==> src/rtl/terminal_input_pkg.sv <==
// Shared constants for the console I/O pages: page numbers, register offsets,
// STATUS bit positions and the register decode enum.
package terminal_input_pkg;

  localparam logic [23:0] TERM_OUT_PAGE = 24'h1;
  localparam logic [23:0] TERM_IN_PAGE  = 24'h2;
  localparam logic [7:0]  TERM_IN_DATA  = 8'h00;
  localparam logic [7:0]  TERM_IN_STAT  = 8'h04;

  localparam int STAT_AVAIL     = 0;
  localparam int STAT_FULL      = 1;
  localparam int STAT_UNDERRUN  = 2;
  localparam int STAT_COUNT_LSB = 8;

  typedef enum logic [1:0] {
    REG_NONE = 2'd0,
    REG_DATA = 2'd1,
    REG_STAT = 2'd2
  } reg_sel_e;

  // A 256-deep FIFO reports 0 when full; software relies on the full bit.
  function automatic logic [7:0] count8(input logic [8:0] c);
    return c[7:0];
  endfunction

endpackage

==> src/rtl/terminal_input_if.sv <==
// CPU load port and host byte stream of the console input block.
interface terminal_input_if;
  // Host stream: a byte is transferred on a rising edge where in_valid && in_ready;
  // the host holds in_valid/in_data stable until then, and in_ready never depends on in_valid.
  logic        re;
  logic [31:0] addr;
  logic        sel;
  logic [31:0] data_read;
  logic        in_valid;
  logic [7:0]  in_data;
  logic        in_ready;
  logic        rx_avail;

  modport master (
    output re, addr, in_valid, in_data,
    input  sel, data_read, in_ready, rx_avail
  );

  modport slave (
    input  re, addr, in_valid, in_data,
    output sel, data_read, in_ready, rx_avail
  );
endinterface

==> src/rtl/terminal_input_sync_fifo.sv <==
// First-word-fall-through synchronous FIFO; storage is deliberately not reset,
// only pointers and occupancy are.
module sync_fifo #(
  parameter int WIDTH  = 8,
  parameter int DEPTH  = 16,
  parameter int ADDR_W = $clog2(DEPTH)
) (
  input  logic              clk,
  input  logic              rst_n,
  input  logic              push,
  input  logic              pop,
  input  logic [WIDTH-1:0]  din,
  output logic [WIDTH-1:0]  dout,
  output logic              full,
  output logic              empty,
  output logic [ADDR_W:0]   count
);

  logic [WIDTH-1:0]  mem_q [DEPTH];
  logic [ADDR_W-1:0] wr_ptr_q, wr_ptr_d;
  logic [ADDR_W-1:0] rd_ptr_q, rd_ptr_d;
  logic [ADDR_W:0]   count_q, count_d;
  logic              do_push, do_pop;

  assign full    = (count_q == (ADDR_W+1)'(DEPTH));
  assign empty   = (count_q == '0);
  assign count   = count_q;
  assign dout    = mem_q[rd_ptr_q];
  assign do_push = push && !full;
  assign do_pop  = pop && !empty;

  always_comb begin
    wr_ptr_d = wr_ptr_q;
    rd_ptr_d = rd_ptr_q;
    count_d  = count_q;
    if (do_push) wr_ptr_d = wr_ptr_q + ADDR_W'(1);
    if (do_pop)  rd_ptr_d = rd_ptr_q + ADDR_W'(1);
    case ({do_push, do_pop})
      2'b10:   count_d = count_q + (ADDR_W+1)'(1);
      2'b01:   count_d = count_q - (ADDR_W+1)'(1);
      default: count_d = count_q;
    endcase
  end

  always_ff @(posedge clk or negedge rst_n) begin
    if (!rst_n) begin
      wr_ptr_q <= '0;
      rd_ptr_q <= '0;
      count_q  <= '0;
    end else begin
      wr_ptr_q <= wr_ptr_d;
      rd_ptr_q <= rd_ptr_d;
      count_q  <= count_d;
    end
  end

  always_ff @(posedge clk) begin
    if (do_push) mem_q[wr_ptr_q] <= din;
  end

endmodule

==> src/rtl/terminal_input.sv <==
// Memory-mapped console input: host bytes land in a FIFO, the CPU pops them
// through DATA and inspects occupancy/underrun through STATUS.
module terminal_input #(
  parameter int DEPTH  = 16,
  parameter int ADDR_W = $clog2(DEPTH)
) (
  input  logic             clk,
  input  logic             reset_n,
  terminal_input_if.slave  bus
);
  import terminal_input_pkg::*;

  reg_sel_e        reg_sel;
  logic            data_rd, stat_rd;
  logic            fifo_full, fifo_empty;
  logic [7:0]      fifo_dout;
  logic [ADDR_W:0] fifo_count;
  logic            underrun_q, underrun_d;
  logic [31:0]     status_w;

  assign bus.sel = (bus.addr[31:8] == TERM_IN_PAGE);

  always_comb begin
    reg_sel = REG_NONE;
    if (bus.sel) begin
      case (bus.addr[7:0])
        TERM_IN_DATA: reg_sel = REG_DATA;
        TERM_IN_STAT: reg_sel = REG_STAT;
        default:      reg_sel = REG_NONE;
      endcase
    end
  end

  assign data_rd = bus.re && (reg_sel == REG_DATA);
  assign stat_rd = bus.re && (reg_sel == REG_STAT);

  sync_fifo #(.WIDTH(8), .DEPTH(DEPTH), .ADDR_W(ADDR_W)) u_fifo (
    .clk   (clk),
    .rst_n (reset_n),
    .push  (bus.in_valid),
    .pop   (data_rd),
    .din   (bus.in_data),
    .dout  (fifo_dout),
    .full  (fifo_full),
    .empty (fifo_empty),
    .count (fifo_count)
  );

  assign bus.in_ready = !fifo_full;
  assign bus.rx_avail = !fifo_empty;

  // DATA and STATUS are distinct offsets, so set and clear never collide.
  always_comb begin
    underrun_d = underrun_q;
    if (data_rd && fifo_empty) underrun_d = 1'b1;
    else if (stat_rd)          underrun_d = 1'b0;
  end

  always_ff @(posedge clk or negedge reset_n) begin
    if (!reset_n) underrun_q <= 1'b0;
    else          underrun_q <= underrun_d;
  end

  always_comb begin
    status_w = '0;
    status_w[STAT_AVAIL]    = !fifo_empty;
    status_w[STAT_FULL]     = fifo_full;
    status_w[STAT_UNDERRUN] = underrun_q;
    status_w[STAT_COUNT_LSB +: 8] = count8(9'(fifo_count));
  end

  always_comb begin
    bus.data_read = '0;
    case (reg_sel)
      REG_DATA: bus.data_read = fifo_empty ? 32'h0 : {24'h0, fifo_dout};
      REG_STAT: bus.data_read = status_w;
      default:  bus.data_read = '0;
    endcase
  end

endmodule

==> src/flat_wrapper.sv <==
// flat-port wrapper written by rule: the top's interface ports become plain ports
module terminal_input_flat import terminal_input_pkg::*;
#(
  parameter int DEPTH  = 16,
  parameter int ADDR_W = $clog2(DEPTH)
)
  (clk, reset_n, bus_re, bus_addr, bus_in_valid, bus_in_data, bus_sel, bus_data_read, bus_in_ready, bus_rx_avail);
  terminal_input_if bus_i ();
  input  logic clk;
  input  logic reset_n;
  input wire logic [$bits(bus_i.re)-1:0] bus_re;
  input wire logic [$bits(bus_i.addr)-1:0] bus_addr;
  input wire logic [$bits(bus_i.in_valid)-1:0] bus_in_valid;
  input wire logic [$bits(bus_i.in_data)-1:0] bus_in_data;
  output wire logic [$bits(bus_i.sel)-1:0] bus_sel;
  output wire logic [$bits(bus_i.data_read)-1:0] bus_data_read;
  output wire logic [$bits(bus_i.in_ready)-1:0] bus_in_ready;
  output wire logic [$bits(bus_i.rx_avail)-1:0] bus_rx_avail;
  assign bus_i.re = bus_re;
  assign bus_i.addr = bus_addr;
  assign bus_i.in_valid = bus_in_valid;
  assign bus_i.in_data = bus_in_data;
  assign bus_sel = bus_i.sel;
  assign bus_data_read = bus_i.data_read;
  assign bus_in_ready = bus_i.in_ready;
  assign bus_rx_avail = bus_i.rx_avail;
  terminal_input #(.DEPTH(DEPTH), .ADDR_W(ADDR_W)) u_core (.clk(clk), .reset_n(reset_n), .bus(bus_i));
endmodule
==> config.mk <==
export PLATFORM = sky130hd
export DESIGN_NAME = terminal_input_flat
export DESIGN_NICKNAME = d
export VERILOG_FILES = /design/src/rtl/terminal_input_pkg.sv /design/src/rtl/terminal_input_if.sv /design/src/rtl/terminal_input_sync_fifo.sv /design/src/rtl/terminal_input.sv /design/src/flat_wrapper.sv
export SDC_FILE = /design/constraint.sdc
export NUM_CORES = 1
export LEC_CHECK = 0
export BUFFER_PORTS_ARGS = -buffer_cell sky130_fd_sc_hd__buf_4
export CAP_MARGIN = 15
export CORE_MARGIN = 5
export CORE_UTILIZATION = 35
export CTS_BUF_LIST = sky130_fd_sc_hd__clkbuf_4 sky130_fd_sc_hd__clkbuf_8
export CTS_CLUSTER_DIAMETER = 80
export DETAILED_ROUTE_END_ITERATION = 10
export GPL_TIMING_DRIVEN = 0
export PLACE_DENSITY = 0.53
export SLEW_MARGIN = 10
export SYNTH_ARGS = -nofsm -noshare
export SYNTH_HDL_FRONTEND = slang
export SYNTH_SLANG_ARGS = --single-unit
==> constraint.sdc <==
create_clock -name clk -period 3.1 [get_ports clk]
set_clock_uncertainty 0.1 [all_clocks]
set_input_delay 0.62 -clock clk [delete_from_list [all_inputs] [get_ports clk]]
set_output_delay 0.62 -clock clk [all_outputs]
set_load 0.005 [all_outputs]
==> impl_metrics.env, run 1 <==
export IMPL_outcome="finished with violations"
export IMPL_violations="setup timing"
export IMPL_finalSetupViolations=13
export IMPL_combPwrFrac_pct=14.9
export IMPL_ys_ff_latch=142
export IMPL_worst_pin_slew_ps=1000
export IMPL_nets=514
export IMPL_clk_latency_ps=440
export IMPL_p_per_area_mw_per_mm2=580
export IMPL_yosysSeqAreaShare_pct=68.3
export IMPL_h_tree_depth=4
export IMPL_io_buffers=59
export IMPL_seq_power_share_pct=54.0
export IMPL_cts_buffers_inserted=17
export IMPL_vias_per_cell=4.84
export IMPL_critPathKind="input port to primary output"
export IMPL_grt_pass1_wl_um=20300
export IMPL_intPower_uw=3270
export IMPL_globalplace_congestion=0.716
export IMPL_worstPathRequired_ps=2380
export IMPL_dp_cells=657
export IMPL_first_iter_violations=306
export IMPL_finalCriticalPeriod_ps=3290
export IMPL_start_kind="input port"
export IMPL_grt_pass1_vias=3512
export IMPL_fp_dieW_um=142
export IMPL_die_h_um=142
export IMPL_fmax_ghz=0.304
export IMPL_irDropWorstVdd_mv=0.280
export IMPL_synth_edf_count=128
export IMPL_yosysWarnings=0
export IMPL_p_switching_uw=1180
export IMPL_worst_hold_slack_ps=390
export IMPL_hpwl_um=8980
export IMPL_fin_ws_ps=-194
export IMPL_place_area_mm2=0.00705
export IMPL_synth_main_ff_cell="edfxtp_1"
export IMPL_grt_usage_pct=13.7
export IMPL_clock_sinks=142
export IMPL_critPathCaptureType="primary output"
export IMPL_std_cell_rows=48
export IMPL_rsz0062_at_grt="true"
export IMPL_yosysUniqueCellTypes=40
export IMPL_gr_total_overflow=0
export IMPL_hp_class="input port to flip-flop"
export IMPL_swShare_pct=26.4
export IMPL_netlist_instances=354
export IMPL_detail_route_wl_per_cell_um=19.1
export IMPL_stdcell_count=697
export IMPL_drc=0
export IMPL_layout_drive_gt1_share_pct=40.9
export IMPL_fillers=1529
export IMPL_drv_cap=0
export IMPL_async_flop_share_pct=9.86
export IMPL_hold_viol=0
export IMPL_p_leak_uw=0.00266
export IMPL_totalWireLength_um=13300
export IMPL_ctsLongestPathBuffers=2
export IMPL_slew_headroom_pct=33.0
export IMPL_firstDrtPassIters=4
export IMPL_core_area_mm2=0.0172
export IMPL_netlist_area_mm2=0.00614
export IMPL_io_pins=79
export IMPL_cts_root_buf="clkbuf_8"
export IMPL_antenna_found_initial=0
export IMPL_die_area_mm2=0.0203
export IMPL_clkTransAtPathRegs_ps=70
export IMPL_worstPathArrival_ps=2570
export IMPL_synth_top_area_share_pct=62.6
export IMPL_syn_to_final_growth_pct=24.8
export IMPL_cp_max_fo=8
export IMPL_num_antenna_cells=0
export IMPL_finalInstanceArea_mm2=0.00767
export IMPL_finalSetupTns_ps=-1860
export IMPL_fin_util_pct=44.5
export IMPL_finalMaxSlewViolations=0
export IMPL_synth_top_area_cell="edfxtp_1"
export IMPL_pwr_share_clk_pct=31.1
export IMPL_drtAntennaViolNets=0
export IMPL_vias=3374
export IMPL_start_util_pct=35.6
export IMPL_grt_max_degree=17
export IMPL_synth_area_leaders="edfxtp_1 (63%), mux4_2 (10%), dfrtp_1 (5.7%), buf_4 (2.7%), ha_1 (2.0%)"
export IMPL_fin_crit_sh_pct=106
export IMPL_cts_tree="yes"
export IMPL_avgSynthCellArea_um2=17.4
-- cells in the mapped netlist (7+ instances only) --
master,instances
a211oi_1,10
and2_1,11
buf_4,22
dfrtp_1,14
edfxtp_1,128
ha_1,10
inv_1,8
mux4_2,28
nand2_1,18
nor2_1,14
nor4_1,7
xnor2_1,7
-- layer usage --
layer	GRT usage [%]	routed length [um]	vias up
met4	5.00	212	0
met2	22.1	6460	113
met1	17.4	5560	1696
li1	-	-	1549
met3	4.37	1110	16
met5	0	0	-
-- state kept, by name (all words and copies together) (netlist names) --
register / cells
u_core.u_fifo.wr_ptr_q: 4
u_core.u_fifo.count: 5
u_core.u_fifo.mem_q: 128
u_core.u_fifo.rd_ptr_q: 4
u_core.underrun_q: 1
-- worst max-delay path, cell delays in order --
cell and delay, ps:
buf_6 100, nor4_4 260, nand4_1 220, nor4_2 340, inv_1 110, ha_4 220
nand3b_1 170, buf_6 170, a211oi_4 190, buf_4 150
-- placed cells by master, fill, tap and decap left out, types with 5 or more instances in the layout --
| cell type | n |
|---|---|
| nand2_1 | 17 |
| conb_1 | 19 |
| edfxtp_1 | 128 |
| nor2_1 | 14 |
| xnor2_1 | 7 |
| mux2_2 | 6 |
| buf_4 | 81 |
| o21ai_0 | 5 |
| and2_1 | 9 |
| ha_1 | 6 |
| clkbuf_8 | 17 |
| inv_1 | 8 |
| buf_6 | 12 |
| dfrtp_1 | 14 |
| mux4_2 | 28 |
| nor3_2 | 5 |
| xor2_1 | 6 |
| clkbuf_1 | 5 |
-- kinds of logic (layout without fill, tap and decap cells) --
logic type	Yosys count	count (layout)	synth area share, %
AND/OR/NAND/NOR	71	71	6.21
other	1	19	0.0611
multiplexers	43	43	13.9
adder cells (fa/ha/maj)	10	10	2.04
AO/OA/AOI/OAI	30	30	3.20
flip-flops	142	142	68.3
XOR/XNOR	13	13	1.85
buffers and inverters	44	144	4.46
-- stage by stage --
stage	power, uW	setup slack, ps
after global routing	4670	-326
after CTS	4490	-178
final	4450	-194
after floorplan	2850	-54.3
after global placement	3060	-594
after detailed placement	3110	-583
-- worst paths after layout --
kind,startpoint,to,slack [ps],cells after the start
worst max register to register,u_core.u_fifo.count[1]$_DFFE_PN0P_,u_core.u_fifo.count[4]$_DFFE_PN0P_,320,11
min in group asynchronous,reset_n,u_core.u_fifo.wr_ptr_q[1]$_DFFE_PN0P_,460,2
worst min register to register,u_core.underrun_q$_DFFE_PN0P_,u_core.underrun_q$_DFFE_PN0P_,400,2
worst min-delay path,bus_in_data[3],u_core.u_fifo.mem_q[10][3]$_DFFE_PP_,390,1
max in group asynchronous,reset_n,u_core.u_fifo.count[4]$_DFFE_PN0P_,2250,2
worst max-delay path,bus_addr[21],bus_data_read[5],-190,10
-- repair_timing --
| action | CTS | global route |
|---|---|---|
| setup buffers | 3 | 6 |
| resized for setup | 20 | 14 |
| pin swaps | 4 | 7 |
| hold buffers | 1 | 0 |
| cloned | 0 | 0 |
| endpoints found under the hold margin | 14 | 0 |
| endpoints found under the setup margin | 14 | 16 |
-- final cells by class --
class | count | area [um^2] | share of cell area [%]
flip-flops and latches | 142 | 4190 | 54.7
multi-input cells | 186 | 1980 | 25.8
repair buffers | 70 | 571 | 7.44
well taps | 225 | 282 | 3.67
clock buffers | 18 | 241 | 3.15
plain buffers | 34 | 240 | 3.13
clock inverters | 13 | 125 | 1.63
inverters | 9 | 33.8 | 0.441
-- power by group through the flow --
| stage | Clock, uW | Combinational [uW] | Sequential [uW] |
|---|---|---|---|
| floorplan | 0 | 427 | 2420 |
| global placement | 0 | 626 | 2440 |
| detailed placement | 0 | 661 | 2450 |
| CTS | 1410 | 673 | 2400 |
| global route | 1500 | 743 | 2430 |
| finish | 1380 | 663 | 2400 |
Power figures use the tool's default switching activity.
==> run 2: changes to the inputs <==
==> constraint.sdc (replaced) <==
create_clock -name clk -period 3.1 [get_ports clk]
set_clock_uncertainty 0.1 [all_clocks]
set_input_delay 0.31 -clock clk [delete_from_list [all_inputs] [get_ports clk]]
set_output_delay 0.31 -clock clk [all_outputs]
set_load 0.005 [all_outputs]
==> impl_metrics.env, run 2 (synthesized netlist as in run 1, its figures left out) <==
export IMPL_totalWireLength_um=13100
export IMPL_finalSetupViolations=0
export IMPL_slew_headroom_pct=26.8
export IMPL_outcome="completed"
export IMPL_cts_buffers_inserted=17
export IMPL_nets=506
export IMPL_cts_tree="yes"
export IMPL_totalPowerFinal_uw=4480
export IMPL_min_from="bus_re"
export IMPL_fmax_ghz=0.344
export IMPL_mostFrequentLayoutCells="edfxtp_1 (128), buf_4 (83), mux4_2 (28)"
export IMPL_antenna_found_initial=0
export IMPL_cts_root_buf="clkbuf_8"
export IMPL_fp_dieW_um=142
export IMPL_drtAntennaViolNets=0
export IMPL_globalplace_congestion=0.750
export IMPL_worstPathArrival_ps=2500
export IMPL_intPower_uw=3280
export IMPL_min_path_cells=4
export IMPL_swShare_pct=26.8
export IMPL_ff2ff_path_depth=11
export IMPL_clk_latency_ps=430
export IMPL_clkTransAtPathRegs_ps=80
export IMPL_slowest_stage="dfrtp_1"
export IMPL_grt_pass1_vias=3450
export IMPL_largest_reg_flops=128
export IMPL_finalCriticalPeriod_ps=2910
export IMPL_p_per_area_mw_per_mm2=606
export IMPL_fillers=1516
export IMPL_grt_usage_pct=13.3
export IMPL_p_switching_uw=1200
export IMPL_seq_power_share_pct=53.6
export IMPL_std_cell_rows=48
export IMPL_finalSetupTns_ps=0
export IMPL_worst_pin_slew_ps=1090
export IMPL_start_util_pct=35.6
export IMPL_syn_to_final_growth_pct=20.4
export IMPL_path_cells="buf_6 > buf_4 > buf_6 > buf_6 > mux4_2 > mux2i_1 > a211oi_2 > buf_4"
export IMPL_hp_class="input port to flip-flop"
export IMPL_holdPathEnd="u_core.underrun_q$_DFFE_PN0P_"
export IMPL_detail_route_wl_per_cell_um=19.0
export IMPL_irDropWorstVdd_mv=0.256
export IMPL_ctsLongestPathBuffers=2
export IMPL_crit_buf_inv=5
export IMPL_grt_pass1_wl_um=19800
export IMPL_p_leak_uw=0.00260
export IMPL_layout_drive_gt1_share_pct=35.3
export IMPL_critPathCaptureType="primary output"
export IMPL_worst_hold_slack_ps=74.0
export IMPL_critPathMostFrequentCell="buf_6"
export IMPL_finalMaxSlewViolations=0
export IMPL_io_pins=79
export IMPL_clock_sinks=142
export IMPL_start_kind="flip-flop"
export IMPL_slowest_delay_ps=380
export IMPL_cp_max_fo=10
export IMPL_fin_crit_sh_pct=93.7
export IMPL_num_antenna_cells=0
export IMPL_rsz0062_at_grt="false"
export IMPL_grt_max_degree=17
export IMPL_first_iter_violations=246
export IMPL_top_register="u_core.u_fifo.mem_q"
export IMPL_die_area_mm2=0.0203
export IMPL_vias_per_cell=4.81
export IMPL_r2r_end="u_core.u_fifo.count[4]$_DFFE_PN0P_"
export IMPL_drv_cap=0
export IMPL_vias=3317
export IMPL_r2r_slack_ps=260
export IMPL_drc=0
export IMPL_h_tree_depth=4
export IMPL_die_h_um=142
export IMPL_final_common_cell="edfxtp_1"
export IMPL_firstDrtPassIters=4
export IMPL_crit_family="buffers and inverters"
export IMPL_critPathKind="flip-flop to primary output"
export IMPL_hold_viol=0
export IMPL_worstPathRequired_ps=2690
export IMPL_gr_total_overflow=0
export IMPL_io_buffers=59
export IMPL_hpwl_um=8990
export IMPL_combPwrFrac_pct=14.3
export IMPL_core_area_mm2=0.0172
export IMPL_worst_r2r_startpoint="u_core.u_fifo.count[1]$_DFFE_PN0P_"
export IMPL_pwr_share_clk_pct=32.1
run 2: metrics by stage:
| step | setup WS (ps) | util, % | area, um^2 | instances |
|---|---|---|---|---|
| finish | 194 | 42.9 | 7390 | 689 |
| global route | 4.92 | 42.9 | 7390 | 689 |
| CTS | 33.2 | 42.8 | 7370 | 689 |
| detailed placement | -584 | 40.4 | 6970 | 657 |
| global placement | -480 | 40.3 | 6940 | 656 |
| floorplan | 73.4 | - | 6210 | 372 |
run 2: worst max path at each step:
stage,start,to,slack [ps],cells past startpoint
after detailed placement,bus_addr[21],u_core.u_fifo.count[4]$_DFFE_PN0P_,-580,15
after global routing,u_core.u_fifo.rd_ptr_q[1]$_DFFE_PN0P_,bus_data_read[5],5,8
after CTS,bus_addr[21],u_core.u_fifo.count[4]$_DFFE_PN0P_,30,15
after floorplan,bus_addr[8],u_core.u_fifo.count[4]$_DFFE_PN0P_,70,14
after global placement,bus_addr[21],u_core.u_fifo.count[4]$_DFFE_PN0P_,-480,15
final,u_core.u_fifo.rd_ptr_q[1]$_DFFE_PN0P_,bus_data_read[5],190,8
run 2: timing repair:
| action | in CTS | in global routing |
|---|---|---|
| buffers inserted | 0 | 1 |
| pin swaps | 0 | 0 |
| hold endpoints to repair | 14 | 0 |
| setup endpoints to repair | 3 | 8 |
| resized for setup | 2 | 3 |
| hold buffers | 1 | 0 |
run 2: metal layers:
| layer | GRT usage [%] | vias up | share of wire (%) |
|---|---|---|---|
| met5 | 0 | - | 0 |
| met4 | 4.95 | 0 | 1.8 |
| met3 | 3.29 | 16 | 6.8 |
| met2 | 22.1 | 99 | 49 |
| met1 | 16.9 | 1657 | 42 |
| li1 | - | 1545 | - |
run 2: tightest hold or removal path: cells and delay by family:
kind	cells	cell delay, ps
AND/OR/NAND/NOR	2	90
buffers and inverters	1	90
AO/OA/AOI/OAI	1	70
run 2: cell type report:
cell class                      instances  area [um^2]  area share, %
Multi-Input combinational cell        186         1800           24.3
Timing Repair Buffer                   62          468           6.33
Inverter                                9         33.8          0.457
Buffer                                 34          236           3.20
Tap cell                              225          282           3.81
Clock buffer                           18          241           3.27
Sequential cell                       142         4190           56.7
Clock inverter                         13          141           1.91
run 2: power groups by stage:
stage	clock [uW]	combinational [uW]	sequential (uW)
2_1_floorplan	0	415	2420
4_1_cts	1460	651	2410
5_1_grt	1550	717	2420
6_report	1440	640	2400
3_5_place_dp	0	644	2450
3_3_place_gp	0	609	2440
==> run 3: changes to the inputs <==
Settings changed: HOLD_SLACK_MARGIN set to 0.15.
==> impl_metrics.env, run 3 (synthesized netlist as in run 1, its figures left out) <==
export IMPL_outcome="completed"
export IMPL_worst_r2r_startpoint="u_core.u_fifo.count[1]$_DFFE_PN0P_"
export IMPL_gr_total_overflow=0
export IMPL_first_iter_violations=276
export IMPL_nets=515
export IMPL_layout_drive_gt1_share_pct=34.7
export IMPL_top_register="u_core.u_fifo.mem_q"
export IMPL_die_h_um=142
export IMPL_rsz0062_at_grt="false"
export IMPL_irDropWorstVdd_mv=0.258
export IMPL_syn_to_final_growth_pct=21.8
export IMPL_fin_ws_ps=180
export IMPL_place_ws_ps=-584
export IMPL_die_area_mm2=0.0203
export IMPL_ctsLongestPathBuffers=2
export IMPL_hpwl_um=8990
export IMPL_worstPathArrival_ps=2510
export IMPL_seq_power_share_pct=53.6
export IMPL_cts_buffers_inserted=17
export IMPL_fin_crit_sh_pct=94.2
export IMPL_core_area_mm2=0.0172
export IMPL_detail_route_wl_per_cell_um=18.8
export IMPL_grt_pass1_wl_um=19800
export IMPL_io_pins=79
export IMPL_slowest_stage="dfrtp_1"
export IMPL_finalMaxSlewViolations=0
export IMPL_clock_sinks=142
export IMPL_antenna_found_initial=0
export IMPL_cp_max_fo=10
export IMPL_worst_pin_slew_ps=1090
export IMPL_hp_class="input port to asynchronous set/reset pin"
export IMPL_h_tree_depth=4
export IMPL_dp_cells=657
export IMPL_p_per_area_mw_per_mm2=599
export IMPL_cts_tree="yes"
export IMPL_io_buffers=59
export IMPL_critPathCaptureType="primary output"
export IMPL_num_antenna_cells=0
export IMPL_critPathMostFrequentCell="buf_6"
export IMPL_firstDrtPassIters=4
export IMPL_drc=0
export IMPL_drv_cap=0
export IMPL_slew_headroom_pct=27.1
export IMPL_totalWireLength_um=13100
export IMPL_p_switching_uw=1200
export IMPL_fp_dieW_um=142
export IMPL_critPathKind="flip-flop to primary output"
export IMPL_grt_usage_pct=13.3
export IMPL_p_leak_uw=0.00264
export IMPL_intPower_uw=3290
export IMPL_clkTransAtPathRegs_ps=70
export IMPL_start_kind="flip-flop"
export IMPL_clk_latency_ps=430
export IMPL_final_common_cell="edfxtp_1"
export IMPL_vias_per_cell=4.82
export IMPL_largest_reg_flops=128
export IMPL_vias=3362
export IMPL_globalplace_congestion=0.750
export IMPL_hold_viol=0
export IMPL_path_cells="buf_6 > buf_4 > buf_6 > buf_6 > mux4_2 > mux2i_1 > a211oi_2 > buf_4"
export IMPL_start_util_pct=35.6
export IMPL_crit_family="buffers and inverters"
export IMPL_finalCriticalPeriod_ps=2920
export IMPL_stdcell_count=698
export IMPL_grt_max_degree=17
export IMPL_worstPathRequired_ps=2690
export IMPL_totalPowerFinal_uw=4480
export IMPL_combPwrFrac_pct=14.5
export IMPL_slowest_delay_ps=380
export IMPL_mostFrequentLayoutCells="edfxtp_1 (128), buf_4 (83), mux4_2 (28)"
export IMPL_drtAntennaViolNets=0
export IMPL_crit_buf_inv=5
export IMPL_pwr_share_clk_pct=32.0
export IMPL_swShare_pct=26.7
export IMPL_grt_pass1_vias=3484
export IMPL_crit_path_start="u_core.u_fifo.rd_ptr_q[1]$_DFFE_PN0P_"
export IMPL_finalSetupViolations=0
export IMPL_cts_root_buf="clkbuf_8"
export IMPL_fmax_ghz=0.343
export IMPL_std_cell_rows=48
run 3: changes by cell type in the layout (fill, tap and decap cells not counted):
cell           delta
dlygate4sd3_1     +9
run 3: cell type report:
| cell class | count | area [um^2] |
|---|---|---|
| fillers | 1517 | 9750 |
| flip-flops and latches | 142 | 4190 |
| multi-input cells | 186 | 1800 |
| repair buffers | 71 | 558 |
| well taps | 225 | 282 |
| clock buffers | 18 | 241 |
| plain buffers | 34 | 236 |
| clock inverters | 13 | 141 |
| inverters | 9 | 33.8 |
run 3: layer usage:
metal,vias up,global-route usage [%],routed length (um)
li1,1562,-,-
met4,0,4.95,251
met1,1692,16.9,5700
met5,-,0,0
met2,91,22.1,6390
met3,17,3.29,763
run 3: stage by stage:
stage	TNS, ps	cell area, um^2	hold WS [ps]	utilization (%)
global route	0	7480	172	43.4
CTS	0	7460	155	43.3
floorplan	0	6210	-85.6	-
global placement	-1370	6940	80.3	40.3
finish	0	7480	163	43.4
detailed placement	-1650	6970	86.4	40.4
run 3: worst paths after layout:
check	end	slack, ps	cells after the start
max	bus_data_read[5]	180	8
min	u_core.u_fifo.wr_ptr_q[0]$_DFFE_PN0P_	160	2
max reg2reg	u_core.u_fifo.count[4]$_DFFE_PN0P_	260	11
min reg2reg	u_core.underrun_q$_DFFE_PN0P_	400	2
max in group asynchronous	u_core.u_fifo.count[0]$_DFFE_PN0P_	2550	2
min in group clk	u_core.u_fifo.wr_ptr_q[0]$_DFFE_PN0P_	260	3
run 3: power by group through the flow:
stage | Combinational, uW | Sequential [uW] | Clock [uW]
3_5_place_dp | 644 | 2450 | 0
2_1_floorplan | 415 | 2420 | 0
6_report | 648 | 2400 | 1430
5_1_grt | 727 | 2420 | 1550
3_3_place_gp | 609 | 2440 | 0
4_1_cts | 660 | 2410 | 1460
run 3: timing repair:
item | CTS | global route
hold endpoints to repair | 143 | 0
gates resized for setup | 2 | 3
buffers inserted | 0 | 1
setup endpoints to repair | 3 | 8
hold buffers | 10 | 0
